[src/rtl/iterate_md5.sv]
// rtl/iterate_md5.sv - iterative MD5 compression of one pre-padded 512-bit block, one step per clock
module iterate_md5 (
  input  logic         clk,
  input  logic         rst,
  input  logic [0:511] msg,
  output logic [31:0]  A,
  output logic [31:0]  B,
  output logic [31:0]  C,
  output logic [31:0]  D,
  output logic         done
);

  localparam logic [31:0] IV_A = 32'h67452301;
  localparam logic [31:0] IV_B = 32'hefcdab89;
  localparam logic [31:0] IV_C = 32'h98badcfe;
  localparam logic [31:0] IV_D = 32'h10325476;

  localparam logic [31:0] K [64] = '{
    32'hd76aa478, 32'he8c7b756, 32'h242070db, 32'hc1bdceee,
    32'hf57c0faf, 32'h4787c62a, 32'ha8304613, 32'hfd469501,
    32'h698098d8, 32'h8b44f7af, 32'hffff5bb1, 32'h895cd7be,
    32'h6b901122, 32'hfd987193, 32'ha679438e, 32'h49b40821,
    32'hf61e2562, 32'hc040b340, 32'h265e5a51, 32'he9b6c7aa,
    32'hd62f105d, 32'h02441453, 32'hd8a1e681, 32'he7d3fbc8,
    32'h21e1cde6, 32'hc33707d6, 32'hf4d50d87, 32'h455a14ed,
    32'ha9e3e905, 32'hfcefa3f8, 32'h676f02d9, 32'h8d2a4c8a,
    32'hfffa3942, 32'h8771f681, 32'h6d9d6122, 32'hfde5380c,
    32'ha4beea44, 32'h4bdecfa9, 32'hf6bb4b60, 32'hbebfbc70,
    32'h289b7ec6, 32'heaa127fa, 32'hd4ef3085, 32'h04881d05,
    32'hd9d4d039, 32'he6db99e5, 32'h1fa27cf8, 32'hc4ac5665,
    32'hf4292244, 32'h432aff97, 32'hab9423a7, 32'hfc93a039,
    32'h655b59c3, 32'h8f0ccc92, 32'hffeff47d, 32'h85845dd1,
    32'h6fa87e4f, 32'hfe2ce6e0, 32'ha3014314, 32'h4e0811a1,
    32'hf7537e82, 32'hbd3af235, 32'h2ad7d2bb, 32'heb86d391
  };

  typedef enum logic [1:0] {S_RUN, S_DONE} state_t;

  state_t       state_q, state_d;
  logic         step_en, load_out;
  logic [0:511] msg_q;
  logic [31:0]  a, b, c, d;
  logic [6:0]   cnt;

  logic [5:0]   idx;
  logic [3:0]   i4, g;
  logic [4:0]   sh;
  logic [31:0]  f, mg, sum, rot, tmp;

  always_ff @(posedge clk) begin
    if (rst) state_q <= S_RUN;
    else     state_q <= state_d;
  end

  always_comb begin
    state_d  = state_q;
    step_en  = 1'b0;
    load_out = 1'b0;
    case (state_q)
      S_RUN: begin
        if (cnt == 7'd64) begin
          load_out = 1'b1;
          state_d  = S_DONE;
        end else begin
          step_en = 1'b1;
        end
      end
      default: ;
    endcase
  end

  // Index arithmetic is done in 4 bits: the mod-16 wrap of g comes for free.
  always_comb begin
    idx = cnt[5:0];
    i4  = idx[3:0];
    f   = '0;
    g   = '0;
    case (idx[5:4])
      2'd0: begin f = (b & c) | (~b & d); g = i4;                 end
      2'd1: begin f = (d & b) | (~d & c); g = i4 * 4'd5 + 4'd1;   end
      2'd2: begin f = b ^ c ^ d;          g = i4 * 4'd3 + 4'd5;   end
      default: begin f = c ^ (b | ~d);    g = i4 * 4'd7;          end
    endcase
    case ({idx[5:4], idx[1:0]})
      4'd0:  sh = 5'd7;   4'd1:  sh = 5'd12;  4'd2:  sh = 5'd17;  4'd3:  sh = 5'd22;
      4'd4:  sh = 5'd5;   4'd5:  sh = 5'd9;   4'd6:  sh = 5'd14;  4'd7:  sh = 5'd20;
      4'd8:  sh = 5'd4;   4'd9:  sh = 5'd11;  4'd10: sh = 5'd16;  4'd11: sh = 5'd23;
      4'd12: sh = 5'd6;   4'd13: sh = 5'd10;  4'd14: sh = 5'd15;  default: sh = 5'd21;
    endcase
    // Word g sits at bit offset (15-g)*32, and 15-g is just ~g in four bits.
    mg  = msg_q[{~g, 5'd0} +: 32];
    sum = a + f + K[idx] + mg;
    rot = (sum << sh) | (sum >> (6'd32 - {1'b0, sh}));
    tmp = b + rot;
  end

  always_ff @(posedge clk) begin
    if (rst) begin
      msg_q <= msg;
      a     <= IV_A;
      b     <= IV_B;
      c     <= IV_C;
      d     <= IV_D;
      cnt   <= '0;
      A     <= '0;
      B     <= '0;
      C     <= '0;
      D     <= '0;
      done  <= 1'b0;
    end else begin
      if (step_en) begin
        a   <= d;
        d   <= c;
        c   <= b;
        b   <= tmp;
        cnt <= cnt + 7'd1;
      end
      if (load_out) begin
        A    <= IV_A + a;
        B    <= IV_B + b;
        C    <= IV_C + c;
        D    <= IV_D + d;
        done <= 1'b1;
      end
    end
  end

endmodule

[config.mk]
export PLATFORM = sky130hd
export DESIGN_NAME = iterate_md5
export DESIGN_NICKNAME = d
export VERILOG_FILES = /design/src/rtl/iterate_md5.sv
export SDC_FILE = /design/constraint.sdc
export NUM_CORES = 2
export LEC_CHECK = 0
export CORE_ASPECT_RATIO = 0.5
export CORE_UTILIZATION = 50
export DETAILED_ROUTE_END_ITERATION = 8
export PLACE_DENSITY = 0.83
export SETUP_SLACK_MARGIN = 0.2
export SYNTH_ARGS = -nofsm -noshare
export SYNTH_HDL_FRONTEND = slang
export SYNTH_SLANG_ARGS = --single-unit
[constraint.sdc]
create_clock -name clk -period 14.2 [get_ports clk]
set_input_delay 2.84 -clock clk [delete_from_list [all_inputs] [get_ports clk]]
set_output_delay 2.84 -clock clk [all_outputs]
set_load 0.1 [all_outputs]
# Word-level counts from Yosys, hierarchy flattened
# Memory sizes are Yosys's and may differ from the RTL's. A register that Yosys moved wholly into a read port is not among the register bits.
# Index checks and enable logic that the tools add are counted.
# classes
n_addsub,12
mul,3
n_lt_le_gt_ge,1
eq_ne,3
shift,3
n_mux,10
n_bitwise,16
n_reduce_logical,3
# op_table
operator,count
variable part select 512 x 10 -> 513 bit,1
adder 32 bit,4
AND 32 bit,4
bitwise OR 32 bit,4
one-hot mux 32 bit (3 select lines),1
bitwise XOR 32 bit,3
"adder 32 bit, first input constant",2
two-way mux 32 bit,2
NOT 32 bit,2
"adder 29 x 32 -> 32 bit, first input constant",1
"adder 31 x 32 -> 32 bit, first input constant",1
<< shifter 32 x 5 -> 32 bit,1
>> shifter 32 x 6 -> 32 bit,1
one-hot mux 4 bit (3 select lines),1
NOT 9 -> 10 bit,1
"multiplier 4 x 3 -> 4 bit, second input constant",2
two-way mux 4 bit,2
"adder 7 x 1 -> 7 bit, second input constant",1
"equality test 7 bit, second input constant",1
"greater-or-equal comparator 7 bit, second input constant",1
NOT 6 -> 7 bit,1
"subtractor 6 x 5 -> 6 bit, first input constant",1
"adder 4 x 1 -> 4 bit, second input constant",1
"adder 4 x 3 -> 4 bit, second input constant",1
7 further kinds,11
# word_totals
ff_bits,777
mem_bits_ro,2128
output_inout_bits,129
word_cells,65
memories,2
# mem_list
name,depth,word_bits,rd,rd_clocked_by_memory_dff,wr,line_no,source
(no name shown),64,32,1,0,0,92,sum = a + f + K[idx] + mg;
(no name shown),16,5,1,1,0,84,"case ({idx[5:4], idx[1:0]})"

# Longest topological paths before layout
# logic_depth
ltp_word,10
ltp_mapped,45

# Worst setup path before layout
# No wires, ideal clock.
# synth_path
path_kind,reg2reg
startpoint,register cnt[0]
endpoint,register b[26]
arrival_time_ps,10790
setup_slack_ps,3291
path_stages_with_launch,44
n_path_buf,6
period_less_slack_ps,10909
path_cell_list,dfxtp_1 > buf_2 > inv_2 > buf_1 > ha_1 > buf_2 > a31oi_1 > o22a_1 > clkbuf_1 > buf_1 > buf_1 > mux4_2 > mux4_2 > fa_1 > fa_1 > ha_1 > inv_1 > fa_1 > (+8 left out) > mux2i_1 > nor2_1 > o311ai_1 > o21a_1 > ha_1 > fa_1 > a21oi_1 > o21bai_1 > a2111oi_0 > nor4b_1 > nor3_1 > nor3_1 > o21ai_0 > a21boi_0 > nor2_1 > xor2_1 > nor2_1 > a211o_1
# synth_via
elab_chain_cells,10
# synth_lines
item,line_no,source
from (decl),43,logic [6:0] cnt;
from (signal assigned),116,cnt <= cnt + 7'd1;
multiplier 4 x 2 -> 4 bit or multiplier 4 x 3 -> 4 bit (tied branches),"81, 80",
adder 4 x 3 -> 4 bit or adder 4 x 1 -> 4 bit (tied branches),"81, 80",
one-hot mux 4 bit (3 select lines),78,case (idx[5:4])
NOT 4 bit,91,"mg = msg_q[{~g, 5'd0} +: 32];"
NOT 9 -> 10 bit,91,
variable part select 512 x 10 -> 513 bit,91,
adder 32 bit,92,
>> shifter 32 x 6 -> 32 bit or << shifter 32 x 5 -> 32 bit (tied branches),93,"rot = (sum << sh) | (sum >> (6'd32 - {1'b0, sh}));"
bitwise OR 32 bit,93,
adder 32 bit,94,tmp = b + rot;
to (signal assigned),115,b <= tmp;
to (decl),42,"logic [31:0] a, b, c, d;"
# Parallel ways exist; a longest one is shown, timed or not. The select of a mux whose other input is x is not followed.
# A chain may end at the register's enable or synchronous reset.

# Worst setup path in the final report
# layout_path
startpoint,register cnt[2]
endpoint,register b[31]
# The elaborated chain is that of the path after synthesis.

==> flow_summary.toml <==
[clock_network]
clock_tree_from_tritoncts = "built"
cts_max_level = 3
cts_hold_repair.buffers = 0
clk_pin_slew_ns = 0.07
insertion_delay_ns = 0.72
numCtsBuffers = 72
post_cts.resized_instances = 0
ctsLongestPathBuffers = 3
root_cell_of_the_clock_tree = "sky130_fd_sc_hd__clkbuf_16"
cts.sinks = 781
post-cts-setup-buffers = 0

[worst_setup_path]
timing.reg2reg.worst_path_depth = 38
worstPathRequired_ns = 14.78
criticalPathCategory = "reg2reg"
worst-endpoint-arrival_ns = 12.52
crit-reg2reg-launch = "cnt[2]$_SDFFE_PP0P_"
crit_path_max_incr_delay_ns = 0.70
crit_path_start = "cnt[2]$_SDFFE_PP0P_"
critical_r2r_capture = "b[31]$_SDFFE_PP1P_"
worstSetupEndpointType = "flop"
r2r_setup_slack_ns = 2.26
timing.critical_path.from_type = "flop"
crit_slowest_cell = "sky130_fd_sc_hd__dfxtp_4"
critical_path_peak_fanout = 48
endpoint = "b[31]$_SDFFE_PP1P_"

[logic_synthesis]
netlist.area_leader.share_pct = 34.82
synth_instances = 4203
synth_fp_nets = 4885
ys_dominant_reg_cell = "sky130_fd_sc_hd__edfxtp_1"
synth.top_cells.by_area = "sky130_fd_sc_hd__edfxtp_1, sky130_fd_sc_hd__dfxtp_1, sky130_fd_sc_hd__mux4_2"
number_of_synthesis_warnings = 0
synth-edff-count = 512
synth.yosys.seq_area_share_pct = 47.01
mappedNetlistArea_um2 = 44160
ys_seq_elements = 781
synth.lib_cells_used.distinct = 79
synth_top_area_cell = "sky130_fd_sc_hd__edfxtp_1"
asyncSetResetFlopFracSynth_pct = 0
avgSynthCellArea_um2 = 10.51

[detailed_routing]
route.antenna.remaining_nets = 0
detail_route.vias_per_cell = 6.330
first_pass_iters = 8
drc_errors = 0
detail_route.iter0.violations = 5981
num_vias = 37290
routedWlPerCell_um = 28.14
drt-total-wl_um = 165700

[cells_and_area]
layout.cell_area.non_filler_um2 = 53780
area_growth_syn_to_layout_pct = 21.79
finalNetCount = 5330
final_core_utilization_pct = 62.02
drive_gt1_share_pct = 9.609

[power]
power_leakage_nw = 19.57
cellPowerDensity_nw_per_um2 = 278.3
max-vdd-ir-drop_mv = 0.2085

[placed_design]
dp.final_hpwl_um = 124000
globalplace.congestion = 1.048
postPlaceCellArea_um2 = 51430
io_buffer_count = 642
dpl_worst_slack_ns = 2.620

[floorplan]
core_area_um2 = 86720
pin_count = 643
initial_utilization_pct = 50.92
dieHeight_um = 212.1
fp-row-count = 76
die-width_um = 422.3
floorplan.die_area_um2 = 89580

[timing]
worst_slack_ns = 2.263
timing.setup.tns_ns = 0
report.final.setup_viol = 0
timing_max_transition_violations_final = 0
timing.final.crit_period_ns = 11.94
max-slew-margin-rel_pct = 17.48
post-route-period-util_pct = 84.06
max_clock_freq_ghz = 0.08378
grt_setup_unrepaired = "no"
timing_hold_violations_final = 0
worstMarginPinSlew_ns = 1.229
finalClockSkew_ns = 0.07158

[global_routing]
grt-ovfl-total = 0
all_layer_gr_usage_pct = 35.90
grt_antenna_before_repair = 23
grt_pass1_wl_um = 236400
grt_pass1_vias = 35810
grt_start_max_net_pins = 200

[status]
status = "finished, final reports clean"

[min_path]
timing.hold.worst.class = "reg2reg"

[flow_run]
max_cap_viol_count = 0
stage by stage:
stage,std cells,hold WS [ns],power (mW)
after floorplan,4203,0.4639,9.724
after CTS,5874,0.4558,14.69
final,5890,0.4530,14.97
after global routing,5886,0.4798,15.84
after detailed placement,5744,0.4430,12.69
after global placement,5744,0.4382,12.60
flip-flops by register name, summed over array words and instances (netlist names):
register,flops
D,32
C,32
c,32
b,32
B,32
msg_q,512
a,32
cnt,7
A,32
sh,5
done,1
d,32
layout make-up:
type                            instances  area [µm²]
Inverter                              171       641.9
Tap cell                             1170        1464
Timing Repair Buffer                  714        7057
Antenna cell                           16       40.04
Multi-Input combinational cell       2908       21500
Clock inverter                         44       412.9
Fill cell                            6828       32940
Sequential cell                       781       20770
Clock buffer                           86        1894
where the power goes:
group	switching [mW]	internal, mW
clock	0.951	1.03
sequential	0.273	2.67
combinational	6.05	4.00
total	7.28	7.69
worst min path at each step:
stage	start	endpoint	cells after the start
after global routing	C[23]$_SDFFE_PP0P_	C[23]$_SDFFE_PP0P_	2
after global placement	A[31]$_SDFFE_PP0P_	A[31]$_SDFFE_PP0P_	2
after detailed placement	A[31]$_SDFFE_PP0P_	A[31]$_SDFFE_PP0P_	2
after CTS	A[17]$_SDFFE_PP0P_	A[17]$_SDFFE_PP0P_	2
final	A[17]$_SDFFE_PP0P_	A[17]$_SDFFE_PP0P_	2
after floorplan	d[2]$_SDFFE_PP1P_	a[2]$_SDFFE_PP0P_	2
synth_stat cells (45+ instances only):
library cell and n:
sky130_fd_sc_hd__a211oi_1 123, sky130_fd_sc_hd__a21o_1 45, sky130_fd_sc_hd__a21oi_1 340, sky130_fd_sc_hd__a31oi_1 59, sky130_fd_sc_hd__buf_1 55, sky130_fd_sc_hd__clkbuf_1 275
sky130_fd_sc_hd__dfxtp_1 269, sky130_fd_sc_hd__edfxtp_1 512, sky130_fd_sc_hd__fa_1 65, sky130_fd_sc_hd__ha_1 103, sky130_fd_sc_hd__inv_1 162, sky130_fd_sc_hd__mux2i_1 78
sky130_fd_sc_hd__mux4_2 187, sky130_fd_sc_hd__nand2_1 568, sky130_fd_sc_hd__nand3_1 56, sky130_fd_sc_hd__nor2_1 323, sky130_fd_sc_hd__nor3_1 56, sky130_fd_sc_hd__o21ai_0 242
sky130_fd_sc_hd__xnor2_1 138, sky130_fd_sc_hd__xor2_1 74
worst max-delay path, delay by kind of cell (launching register included):
kind	cells	cell delay (ns)
flops	1	0.70
compound gates	15	4.48
simple gates	4	0.77
mux	6	1.75
buf+inv	6	1.40
fa+ha+maj	6	2.38
xor+xnor	1	0.28
cell families after synthesis:
logic type	count (synthesis)	synth area share, %
AOI/OAI and AO/OA	1057	14.97
xor gates and xnor gates	215	4.355
adders and majority gates	169	5.888
buffers and inverters	514	4.423
DFF	781	47.01
muxes	283	11.76
and+or+nand+nor	1184	11.59
per-layer routing:
layer / vias up / part of all wire, % / GRT usage (%)
li1: 16210 / - / -
met1: 18320 / 39 / 47.62
met5: - / 0.059 / 0
met4: 14 / 4.5 / 14.94
met2: 2283 / 46 / 56.07
met3: 452 / 11 / 9.428
layout by cell type (no fill, tap or decap), drive strengths merged, types with 65 or more instances in the layout:
cell and instances:
a211oi 123, a21oi 340, buf 74, clkbuf 86
clkdlybuf4s50 640, dfxtp 269, edfxtp 512, fa 65
ha 103, inv 177, mux2i 78, mux4 187
nand2 568, nor2 323, o21ai 243, xnor2 140
xor2 74
Note: power is estimated with default switching activity, not from simulation.
